===== src/rtl/seg7_scan_ctrl.sv =====
// Memory-mapped seven-segment scan controller with per-digit enable, dots, blink,
// leading-zero blanking and a global on/off. The pins are registered from the current scan state every cycle.
module seg7_scan_ctrl #(
  parameter int DIGITS       = 8,
  parameter int REFRESH_DIV  = 5000,
  parameter int BLINK_FRAMES = 64
) (
  input  logic              clock,
  input  logic              clr_n,
  input  logic              we,
  input  logic [2:0]        addr,
  input  logic [31:0]       wdata,
  output logic [31:0]       rdata,
  output logic [DIGITS-1:0] AN,
  output logic [7:0]        HEX
);

  localparam int CW = (REFRESH_DIV > 1) ? $clog2(REFRESH_DIV) : 1;
  localparam int FW = (BLINK_FRAMES > 1) ? $clog2(BLINK_FRAMES) : 1;
  localparam int VW = 4 * DIGITS;

  logic [VW-1:0]     r_value;
  logic [DIGITS-1:0] r_enable;
  logic [DIGITS-1:0] r_dots;
  logic [DIGITS-1:0] r_blink;
  logic              r_on;
  logic              r_lzb;
  logic [CW-1:0]     r_rcnt;
  logic [2:0]        r_idx;
  logic [FW-1:0]     r_frame;
  logic              r_phase;
  logic [31:0]       r_rdata;
  logic [DIGITS-1:0] r_an;
  logic [7:0]        r_hex;

  logic [31:0] w_val32;
  logic [7:0]  w_en8;
  logic [7:0]  w_dots8;
  logic [7:0]  w_blink8;
  logic [3:0]  w_nib;
  logic        w_upper_zero;
  logic        w_dark;
  logic [6:0]  w_font;
  logic [7:0]  w_an8;
  logic        w_rcnt_tc;
  logic        w_idx_wrap;
  logic [31:0] w_rd;

  // Pad per-digit state to the 8-digit maximum so a 3-bit index is always in range.
  assign w_val32      = 32'(r_value);
  assign w_en8        = 8'(r_enable);
  assign w_dots8      = 8'(r_dots);
  assign w_blink8     = 8'(r_blink);
  assign w_nib        = w_val32[{r_idx, 2'b00} +: 4];
  assign w_upper_zero = ((w_val32 >> {r_idx, 2'b00}) == 32'd0);
  assign w_an8        = ~(8'd1 << r_idx);
  assign w_rcnt_tc    = (r_rcnt == CW'(REFRESH_DIV - 1));
  assign w_idx_wrap   = w_rcnt_tc && (r_idx == 3'(DIGITS - 1));

  assign w_dark = !r_on || !w_en8[r_idx] || (w_blink8[r_idx] && r_phase) ||
                  (r_lzb && (r_idx != 3'd0) && w_upper_zero);

  always_comb begin
    w_font = 7'h7F;
    case (w_nib)
      4'h0: w_font = 7'h40;
      4'h1: w_font = 7'h79;
      4'h2: w_font = 7'h24;
      4'h3: w_font = 7'h30;
      4'h4: w_font = 7'h19;
      4'h5: w_font = 7'h12;
      4'h6: w_font = 7'h02;
      4'h7: w_font = 7'h78;
      4'h8: w_font = 7'h00;
      4'h9: w_font = 7'h10;
      4'hA: w_font = 7'h08;
      4'hB: w_font = 7'h03;
      4'hC: w_font = 7'h46;
      4'hD: w_font = 7'h21;
      4'hE: w_font = 7'h06;
      4'hF: w_font = 7'h0E;
      default: w_font = 7'h7F;
    endcase
  end

  always_comb begin
    w_rd = 32'd0;
    case (addr)
      3'd0: w_rd = w_val32;
      3'd1: w_rd = {24'd0, w_en8};
      3'd2: w_rd = {24'd0, w_dots8};
      3'd3: w_rd = {24'd0, w_blink8};
      3'd4: w_rd = {30'd0, r_lzb, r_on};
      3'd5: w_rd = {28'd0, r_phase, r_idx};
      default: w_rd = 32'd0;
    endcase
  end

  // Register file; a same-edge read returns the pre-write value.
  always_ff @(posedge clock or negedge clr_n) begin
    if (!clr_n) begin
      r_value  <= '0;
      r_enable <= '0;
      r_dots   <= '0;
      r_blink  <= '0;
      r_on     <= 1'b0;
      r_lzb    <= 1'b0;
      r_rdata  <= 32'd0;
    end else begin
      r_rdata <= w_rd;
      if (we) begin
        case (addr)
          3'd0: r_value  <= wdata[VW-1:0];
          3'd1: r_enable <= wdata[DIGITS-1:0];
          3'd2: r_dots   <= wdata[DIGITS-1:0];
          3'd3: r_blink  <= wdata[DIGITS-1:0];
          3'd4: begin
            r_on  <= wdata[0];
            r_lzb <= wdata[1];
          end
          default: ;
        endcase
      end
    end
  end

  // Scan and blink timing run freely; nothing on the bus can stall them.
  always_ff @(posedge clock or negedge clr_n) begin
    if (!clr_n) begin
      r_rcnt  <= '0;
      r_idx   <= 3'd0;
      r_frame <= '0;
      r_phase <= 1'b0;
    end else begin
      if (w_rcnt_tc) begin
        r_rcnt <= '0;
        r_idx  <= w_idx_wrap ? 3'd0 : r_idx + 3'd1;
      end else begin
        r_rcnt <= r_rcnt + CW'(1);
      end
      if (w_idx_wrap) begin
        if (r_frame == FW'(BLINK_FRAMES - 1)) begin
          r_frame <= '0;
          r_phase <= ~r_phase;
        end else begin
          r_frame <= r_frame + FW'(1);
        end
      end
    end
  end

  always_ff @(posedge clock or negedge clr_n) begin
    if (!clr_n) begin
      r_an  <= '1;
      r_hex <= 8'hFF;
    end else if (w_dark) begin
      r_an  <= '1;
      r_hex <= 8'hFF;
    end else begin
      r_an  <= w_an8[DIGITS-1:0];
      r_hex <= {~w_dots8[r_idx], w_font};
    end
  end

  assign AN    = r_an;
  assign HEX   = r_hex;
  assign rdata = r_rdata;

endmodule


===== config.mk =====
export PLATFORM = sky130hd
export DESIGN_NAME = seg7_scan_ctrl
export DESIGN_NICKNAME = d
export VERILOG_FILES = /design/src/rtl/seg7_scan_ctrl.sv
export SDC_FILE = /design/constraint.sdc
export NUM_CORES = 1
export LEC_CHECK = 0
export CORE_ASPECT_RATIO = 0.75
export CORE_MARGIN = 2
export CORE_UTILIZATION = 45
export CTS_CLUSTER_SIZE = 14
export DETAILED_ROUTE_END_ITERATION = 10
export GPL_TIMING_DRIVEN = 0
export PLACE_DENSITY_LB_ADDON = 0.25
export SYNTH_ARGS = -nofsm -noshare
export SYNTH_HDL_FRONTEND = slang
export SYNTH_SLANG_ARGS = --single-unit

===== constraint.sdc =====
create_clock -name clock -period 2.75 [get_ports clock]
set_input_delay 0.55 -clock clock [delete_from_list [all_inputs] [get_ports clock]]
set_output_delay 0.55 -clock clock [all_outputs]
set_load 0.02 [all_outputs]

* Word level (Yosys, flattened, before mapping) *
Memories as Yosys holds them, arrays and structs flattened.
Index checks and enable logic that the tools add are counted.

storage, ports and cells
  register bits after elaboration = 129
  ROM bits = 112
  word-level logic and storage cells = 62
  memories = 1

cells by class
  add/sub/neg operators = 3
  $lt $le $gt $ge = 1
  eq/ne operators = 8
  shift-type cells = 3
  muxes and demuxes = 12
  bitwise gates (word level) = 3
  reductions and logical operators = 18

memory list
  memory           words  bits a word  read ports  clocked after memory_dff  write ports  line  text
  (no name shown)  16     7            1           0                         0            65    case (w_nib)

operator list
  operator                                                                number
  32-bit one-hot mux with 6 select lines                                  1
  32-bit zero test                                                        1
  32-bit by 6-bit indexed part select with 4-bit output                   1
  32-bit by 5-bit right shift with 32-bit output                          1
  8-bit two-way mux                                                       2
  13-bit by 1-bit adder with 13-bit output (second input constant)        1
  13-bit equality test (second input constant)                            1
  13-bit two-way mux                                                      1
  2-bit AND reduction                                                     6
  1-bit binary-select mux with 3-bit select                               3
  3-bit equality test (second input constant)                             3
  8-bit inverter                                                          1
  1-bit by 3-bit << shifter with 8-bit output (first input constant)      1
  6-bit by 1-bit adder with 6-bit output (second input constant)          1
  3-bit by 2-bit equality test with 1-bit output (second input constant)  2
  6-bit equality test (second input constant)                             1
  6-bit two-way mux                                                       1
  1-bit logical AND                                                       4
  3-bit by 4-bit < comparator with 1-bit output (second input constant)   1
  3-bit by 1-bit adder with 3-bit output (second input constant)          1
  3-bit by 1-bit equality test with 1-bit output (second input constant)  1
  3-bit zero test                                                         1
  1-bit logical OR                                                        3
  1-bit two-way mux                                                       3
  other kinds (4)                                                         6

* Logic depth before layout (Yosys ltp) *
Gate-level depths: netlist of the first run.

  word-level depth = 7
  gate-level depth with buffers = 12

* Worst setup path before layout of the first run *
OpenSTA, ideal clock, no wires.

  path type = reg-to-reg
  start point = reg r_idx[1]
  end point = reg r_hex[0], in the netlist HEX[0]
  data arrival time = 2.807 ns
  required time = 2.673 ns
  path slack = -0.134 ns
  cell stages (with the launch flop) = 13
  buffers on the path = 4
  period minus slack after synthesis = 2.884 ns
  cells stage by stage = dfrtp_1 > buf_6 > buf_4 > buf_2 > mux4_2 > mux2i_1 > ha_1 > o211ai_1 > nor3_1 > nand4_1 > o22a_4 > buf_6 > o22ai_1

on the way
  longest elaborated chain between the ends = 7
  elaborated cells between the ends (all ways) = 17
  classes of those cells = 2 x shift; 5 x mux; 9 x reduce/logical; 1 x memory

RTL lines
  element                                                         line  text
  from (decl)                                                     29    logic [2:0] r_idx;
  from (signal assigned)                                          137   r_idx <= w_idx_wrap ? 3'd0 : r_idx + 3'd1;
  branches (longest 6 deep; another with memory read 16 x 7 bit)  -
  8-bit two-way mux (*)                                           156   end else if (w_dark) begin
  to (signal assigned)                                            161   r_hex <= {~w_dots8[r_idx], w_font};
  to (decl)                                                       34    logic [7:0] r_hex;

Mark *: on every way between the ends. The select of a mux whose other input is x is not followed.
A chain may end at the register's enable or synchronous reset.

* Final worst setup path of the first run *
  start point = reg r_idx[1]
  end point = reg r_an[2], in the netlist AN[2]

on the way
  longest elaborated chain between the ends = 7
  elaborated cells between the ends (all ways) = 17
  classes of those cells = 2 x shift; 5 x mux; 1 x bitwise; 9 x reduce/logical

RTL lines
  element                                                                                 line  text
  branches (longest 6 deep; another with 32-bit by 5-bit right shift with 32-bit output)  -
  8-bit two-way mux (*)                                                                   156
  to (signal assigned)                                                                    160   r_an <= w_an8[DIGITS-1:0];
  to (decl)                                                                               33    logic [DIGITS-1:0] r_an;

Marks and branches as above.

==> out/metrics.csv, run 1 <==
metric;value;unit
diodes;0;
r2r_start;r_idx[1];
timing.critical_path.required;3010;ps
synth_cells;476;
dp.cells;732;
ys_types;52;
finalHoldViolCount;0;
antenna_found_initial;1;
die_y;105;um
ys.flop_type;dfrtp_1;
cts_buffer_depth;2;
peakVddDrop;0.000499;V
r2r_setup_slack;-20;ps
die_area;14500;um2
cp-end-kind;flip-flop;
cts-root-buf;clkbuf_16;
arrival;3030;ps
num_rows;36;
fin_nets;646;
synth_area;6090;um2
rsz0062_at_grt;true;
worst_slew_pin_slew;716;ps
synth_top_area_share;0.465;
ys_ff_latch;129;
wire_per_inst;19.5;um
post-route-drc-count;0;
initialDrtViolationCount;226;
routed_wl;15200;um
outcome;finished with violations;
syn_area_per_cell;12.8;um2
first_pass_iters;5;
cp_max_fo;5;
reg2reg_to;AN[2];
cts_tree;yes;
hpwl;10600;um
finalWorstSetupSlack;-18.5;ps
synth_fp_nets;528;
fin_util;0.615;
stdcell_count;778;
vias_per_cell;5.71;
ios;86;
grt_max_degree;75;
htreeDepth;4;
slew_viol_final;0;
fillers;1000;
yosys_warnings;0;
grt_overflow;0;
max_slew_margin;0.522;
fp.dieW;138;um
place_congestion;0.900;
cts.sinks;129;
first_global_vias;4509;
numPortBuffers;84;
yosys.area.top_type;dfrtp_1;
fin_crit_sh;1.01;
critPathLaunchType;flip-flop;
finClkSkew;6.62;ps
max_freq;0.361;GHz
ff2ff_path_depth;9;
ant_nets;0;
seq_area_frac_synth;0.534;
failed_checks;negative setup slack;
syn_to_final_growth;32.5;%
period_minus_slack;2770;ps
initial_core_util;0.464;
cts-buffers-inserted;17;
synth_area_leaders;dfrtp_1 46%, mux2_2 11%, dfstp_2 6.9%;
grt_pass1_wl;24500;um
vias;4439;
p_leak;0.00343;uW
async_flop_share;1.00;
clk_pin_slew;50;ps
worstSetupPathType;flip-flop to flip-flop;
grt_use_total;0.221;
finalSetupViolations;1;
cts_hold_buf;0;
fp.coreArea;13100;um2
pwr_density_cell;710;nW/um2
drv_cap;0;
hold_path.class;input pin to async pin;
timing.hold.ws;84.4;ps
synth_edf_count;0;
dp_slack;-575;ps
drive_above_1_share;0.295;
finalPower;5730;uW
clkLatencyLatePin;420;ps
kinds of logic (layout without fill, tap and decap cells):
family / Yosys count / in the layout / share of synthesized area
fa+ha+maj: 14 / 14 / 0.0288
buf+inv: 36 / 167 / 0.0292
simple gates: 138 / 138 / 0.124
flops: 129 / 129 / 0.534
compound gates: 54 / 54 / 0.0641
mux: 88 / 88 / 0.196
xor+xnor: 17 / 17 / 0.0245
flip-flops by register name, indices dropped and copies added, names as in the netlist:
register,flops
r_phase,1
HEX,8
r_value,32
r_dots,8
r_frame,6
AN,8
r_on,1
r_blink,8
r_rcnt,13
r_lzb,1
r_idx,3
rdata,32
r_enable,8
layer usage:
| layer | vias to the layer above | global-route usage | part of all wire |
|---|---|---|---|
| li1 | 1981 | - | - |
| met1 | 2239 | 0.304 | 0.44 |
| met2 | 193 | 0.328 | 0.46 |
| met3 | 24 | 0.0674 | 0.081 |
| met4 | 2 | 0.0904 | 0.019 |
| met5 | - | 0 | 0.00079 |
cell usage after synthesis (4+ instances only):
| master | instances |
|---|---|
| dfrtp_1 | 113 |
| mux2_2 | 60 |
| and2_1 | 27 |
| nand2_1 | 20 |
| mux4_2 | 18 |
| nor2_1 | 18 |
| dfstp_2 | 16 |
| nand3_1 | 16 |
| and3_1 | 14 |
| ha_1 | 14 |
| o21ai_0 | 13 |
| nor3_1 | 11 |
| buf_2 | 10 |
| clkbuf_1 | 10 |
| inv_1 | 10 |
| mux2i_1 | 9 |
| xor2_1 | 9 |
| xnor2_1 | 8 |
| nand4_1 | 7 |
| nor2b_1 | 7 |
| nor4_1 | 7 |
| o22ai_1 | 6 |
| a21boi_0 | 4 |
| nand2b_1 | 4 |
worst max path at each step:
| stage | cells after the start | slack [ps] | startpoint | end |
|---|---|---|---|---|
| 3_3_place_gp | 1 | -3650 | clr_n | rdata[2] |
| 6_report | 9 | -20 | r_idx[1] | AN[2] |
| 3_5_place_dp | 6 | -580 | addr[2] | r_value[29] |
| 5_1_grt | 9 | -70 | r_idx[1] | AN[2] |
| 2_1_floorplan | 12 | 20 | r_idx[1] | HEX[0] |
| 4_1_cts | 11 | -30 | r_idx[1] | HEX[0] |
per-stage QoR:
stage / setup TNS, ps / instance area, um2
finish: -18.5 / 8060
global route: -574 / 8060
CTS: -101 / 7940
detailed placement: -26430 / 7190
global placement: -469590 / 7160
floorplan: 0 / 6110
report_power, final:
part           switching [uW]  total [uW]  internal (uW)
sequential                280        2470           2190
combinational             540        1180            635
clock                     754        2080           1330
total                    1570        5730           4150
area by class of cell:
type	instances	area [um2]	area share
well taps	171	214	0.0265
plain buffers	24	175	0.0217
flip-flops and latches	129	3250	0.403
clock buffers	26	499	0.0619
inverters	10	37.5	0.00465
clock inverters	6	55.1	0.00683
multi-input cells	311	2800	0.348
repair buffers	101	1030	0.128
what timing repair did:
action / in CTS / in global routing
cloned: 1 / 1
setup buffers: 11 / 2
pin swaps: 3 / 12
gates resized for setup: 23 / 19
endpoints found under the setup margin: 45 / 15
cell usage in the layout (no fill, tap or decap), types with 12 or more instances in the layout:
cell,synthesis,routed
mux2_2,60,60
ha_1,14,12
clkbuf_16,0,18
clkdlybuf4s50_1,0,83
mux4_2,18,18
and2_1,27,26
nand3_1,16,14
and3_1,14,14
dfstp_2,16,16
nand2_1,20,20
nor2_1,18,18
dfrtp_1,113,113
buf_4,2,16
clkbuf_1,10,13
worst max-delay path, stage by stage (launching register included):
cell      delay [ps]
dfrtp_1          400
buf_12           140
buf_4            110
mux4_2           520
mux2i_4          200
ha_4             170
o211ai_1          90
nor3_1           180
nand4_1          240
o311ai_0         560
(Power assumes the default switching activity.)
==> run 2: changes to the inputs <==
Settings changed: CTS_CLUSTER_DIAMETER from default to 100.
==> results of run 2 <==
The final DEF is identical to that of run 1; final timing and power are the same.
==> run 3: changes to the inputs <==
Settings changed: CORE_UTILIZATION 45 to 49, PLACE_DENSITY from default to 0.75, PLACE_DENSITY_LB_ADDON 0.25 to default.
==> out/metrics.csv, run 3 (same netlist as run 1, synthesis figures left out) <==
metric;value;unit;change
outcome;finished with violations;;
failed_checks;negative setup slack;;
peakVddDrop;0.000536;V;+7.5%
p_leak;0.00344;uW;+0.28%
clk_pin_slew;60;ps;about the same
vias_per_cell;5.76;;+1.0%
finalSetupTns;-52.7;ps;-34.2 ps
swShare;0.267;;-0.00765
worstSetupPathType;flip-flop to flip-flop;;
finalSetupViolations;3;;+2
fin_crit_sh;1.02;;+0.00971
num_rows;35;;-2.8%
cts-root-buf;clkbuf_16;;
rsz0062_at_grt;true;;
pwr_density_cell;747;nW/um2;+5.2%
cts-buffers-inserted;17;;unchanged
vias;4443;;+0.090%
p_clk_frac;0.396;;+0.032
place_congestion;0.907;;+0.76%
die_y;101;um;-4.0%
post-route-drc-count;0;;unchanged
grt_overflow;0;;unchanged
finalWorstSetupSlack;-45.3;ps;-26.7 ps
htreeDepth;4;;unchanged
finalHoldViolCount;0;;unchanged
diodes;0;;unchanged
hpwl;10400;um;-2.0%
finalPower;6070;uW;+6.0%
die_area;13300;um2;-7.9%
wire_per_inst;19.4;um;-0.42%
ios;86;;unchanged
arrival;3120;ps;+90 ps
timing.critical_path.required;3080;ps;+70 ps
grt_max_degree;68;;-9.3%
first_global_vias;4451;;-1.3%
numPortBuffers;84;;unchanged
syn_to_final_growth;33.5;%;
period_minus_slack;2800;ps;+26.7 ps
critPathLaunchType;flip-flop;;
slew_viol_final;0;;unchanged
max_freq;0.358;GHz;-0.96%
final_common_cell;dfrtp_1;;
final_cell_mix;113 x dfrtp_1, 83 x clkdlybuf4s50_1, 60 x mux2_2, 26 x and2_1, 20 x nand2_1;;
seq_power_share;0.404;;-0.027
fp.coreArea;12200;um2;-6.8%
fp.dieW;133;um;-4.0%
cts_tree;yes;;
cp_max_fo;5;;unchanged
grt_pass1_wl;23800;um;-2.9%
drive_above_1_share;0.298;;+0.00263
fin_nets;644;;-0.31%
clkLatencyLatePin;410;ps;about the same
power.internal;4450;uW;+7.1%
first_pass_iters;5;;unchanged
cp-end-kind;flip-flop;;
initial_core_util;0.498;;+0.0338
worst_slew_pin_slew;830;ps;+113 ps
ant_nets;0;;unchanged
fin_util;0.665;;+0.0499
drv_cap;0;;unchanged
combPwrFrac;0.200;;-0.005
routed_wl;15000;um;-1.3%
grt_use_total;0.235;;+0.0143
finClkSkew;7.84;ps;+1.22 ps
max_slew_margin;0.444;;-0.0786
initialDrtViolationCount;368;;+63%
cts_buffer_depth;2;;unchanged
hold_path.class;input pin to async pin;;
cts.sinks;129;;unchanged
antenna_found_initial;0;;-1
p_switching;1620;uW;+3.1%
[run 3: worst max-delay path, cell delays in order (launching register included)]
cell      delay (ps)
dfrtp_1          400
buf_12           140
buf_12           100
mux4_2           510
mux2i_4          210
ha_4             160
o211ai_1         110
nor3_1           160
nand4_1          240
buf_4            210
o31a_1           280
a31oi_2          170
[run 3: area by class of cell]
class,instances,area [um2]
Fill cell,861,4090
Timing Repair Buffer,99,1010
Clock inverter,9,153
Inverter,10,37.5
Sequential cell,129,3250
Clock buffer,23,488
Tap cell,166,208
Buffer,24,175
Multi-Input combinational cell,311,2810
[run 3: what timing repair did]
| item | CTS | global route |
|---|---|---|
| gates cloned | 0 | 1 |
| buffers inserted | 10 | 3 |
| pin swaps | 3 | 11 |
| resized for setup | 20 | 24 |
| hold buffers | 0 | 0 |
| endpoints found under the setup margin | 45 | 23 |
| hold endpoints to repair | 0 | 0 |
[run 3: path summary, 6_finish.rpt]
kind,start,slack [ps],endpoint,cells after the start
max,r_idx[1],-50,HEX[7],11
min,clr_n,120,r_value[23],1
max reg2reg,r_idx[1],-50,HEX[7],11
min reg2reg,r_rcnt[6],490,r_rcnt[6],1
max in group asynchronous,clr_n,1920,r_value[3],2
min in group clock,r_rcnt[6],490,r_rcnt[6],1
[run 3: per-layer routing]
layer | track usage | part of all wire | vias to the layer above | wire, um
li1 | - | - | 1978 | -
met1 | 0.337 | 0.46 | 2240 | 6940
met2 | 0.346 | 0.45 | 202 | 6750
met3 | 0.0633 | 0.073 | 23 | 1090
met4 | 0.0893 | 0.015 | 0 | 223
met5 | 0 | 0 | - | 0
[run 3: power by group through the flow]
stage	combinational, uW	clock, uW	sequential, uW
2_1_floorplan	605	0	2470
3_3_place_gp	1040	0	2470
3_5_place_dp	1070	0	2480
4_1_cts	1120	2430	2450
5_1_grt	1300	2520	2490
6_report	1210	2400	2460
[run 3: metrics by stage]
step	std cells	worst slack [ps]	hold WS, ps	instance area (um2)
global placement	726	-3610	471	7150
global route	771	-131	169	8130
floorplan	476	22.3	254	6110
finish	771	-45.3	124	8130
CTS	768	-72.7	142	7990
detailed placement	727	-606	478	7180
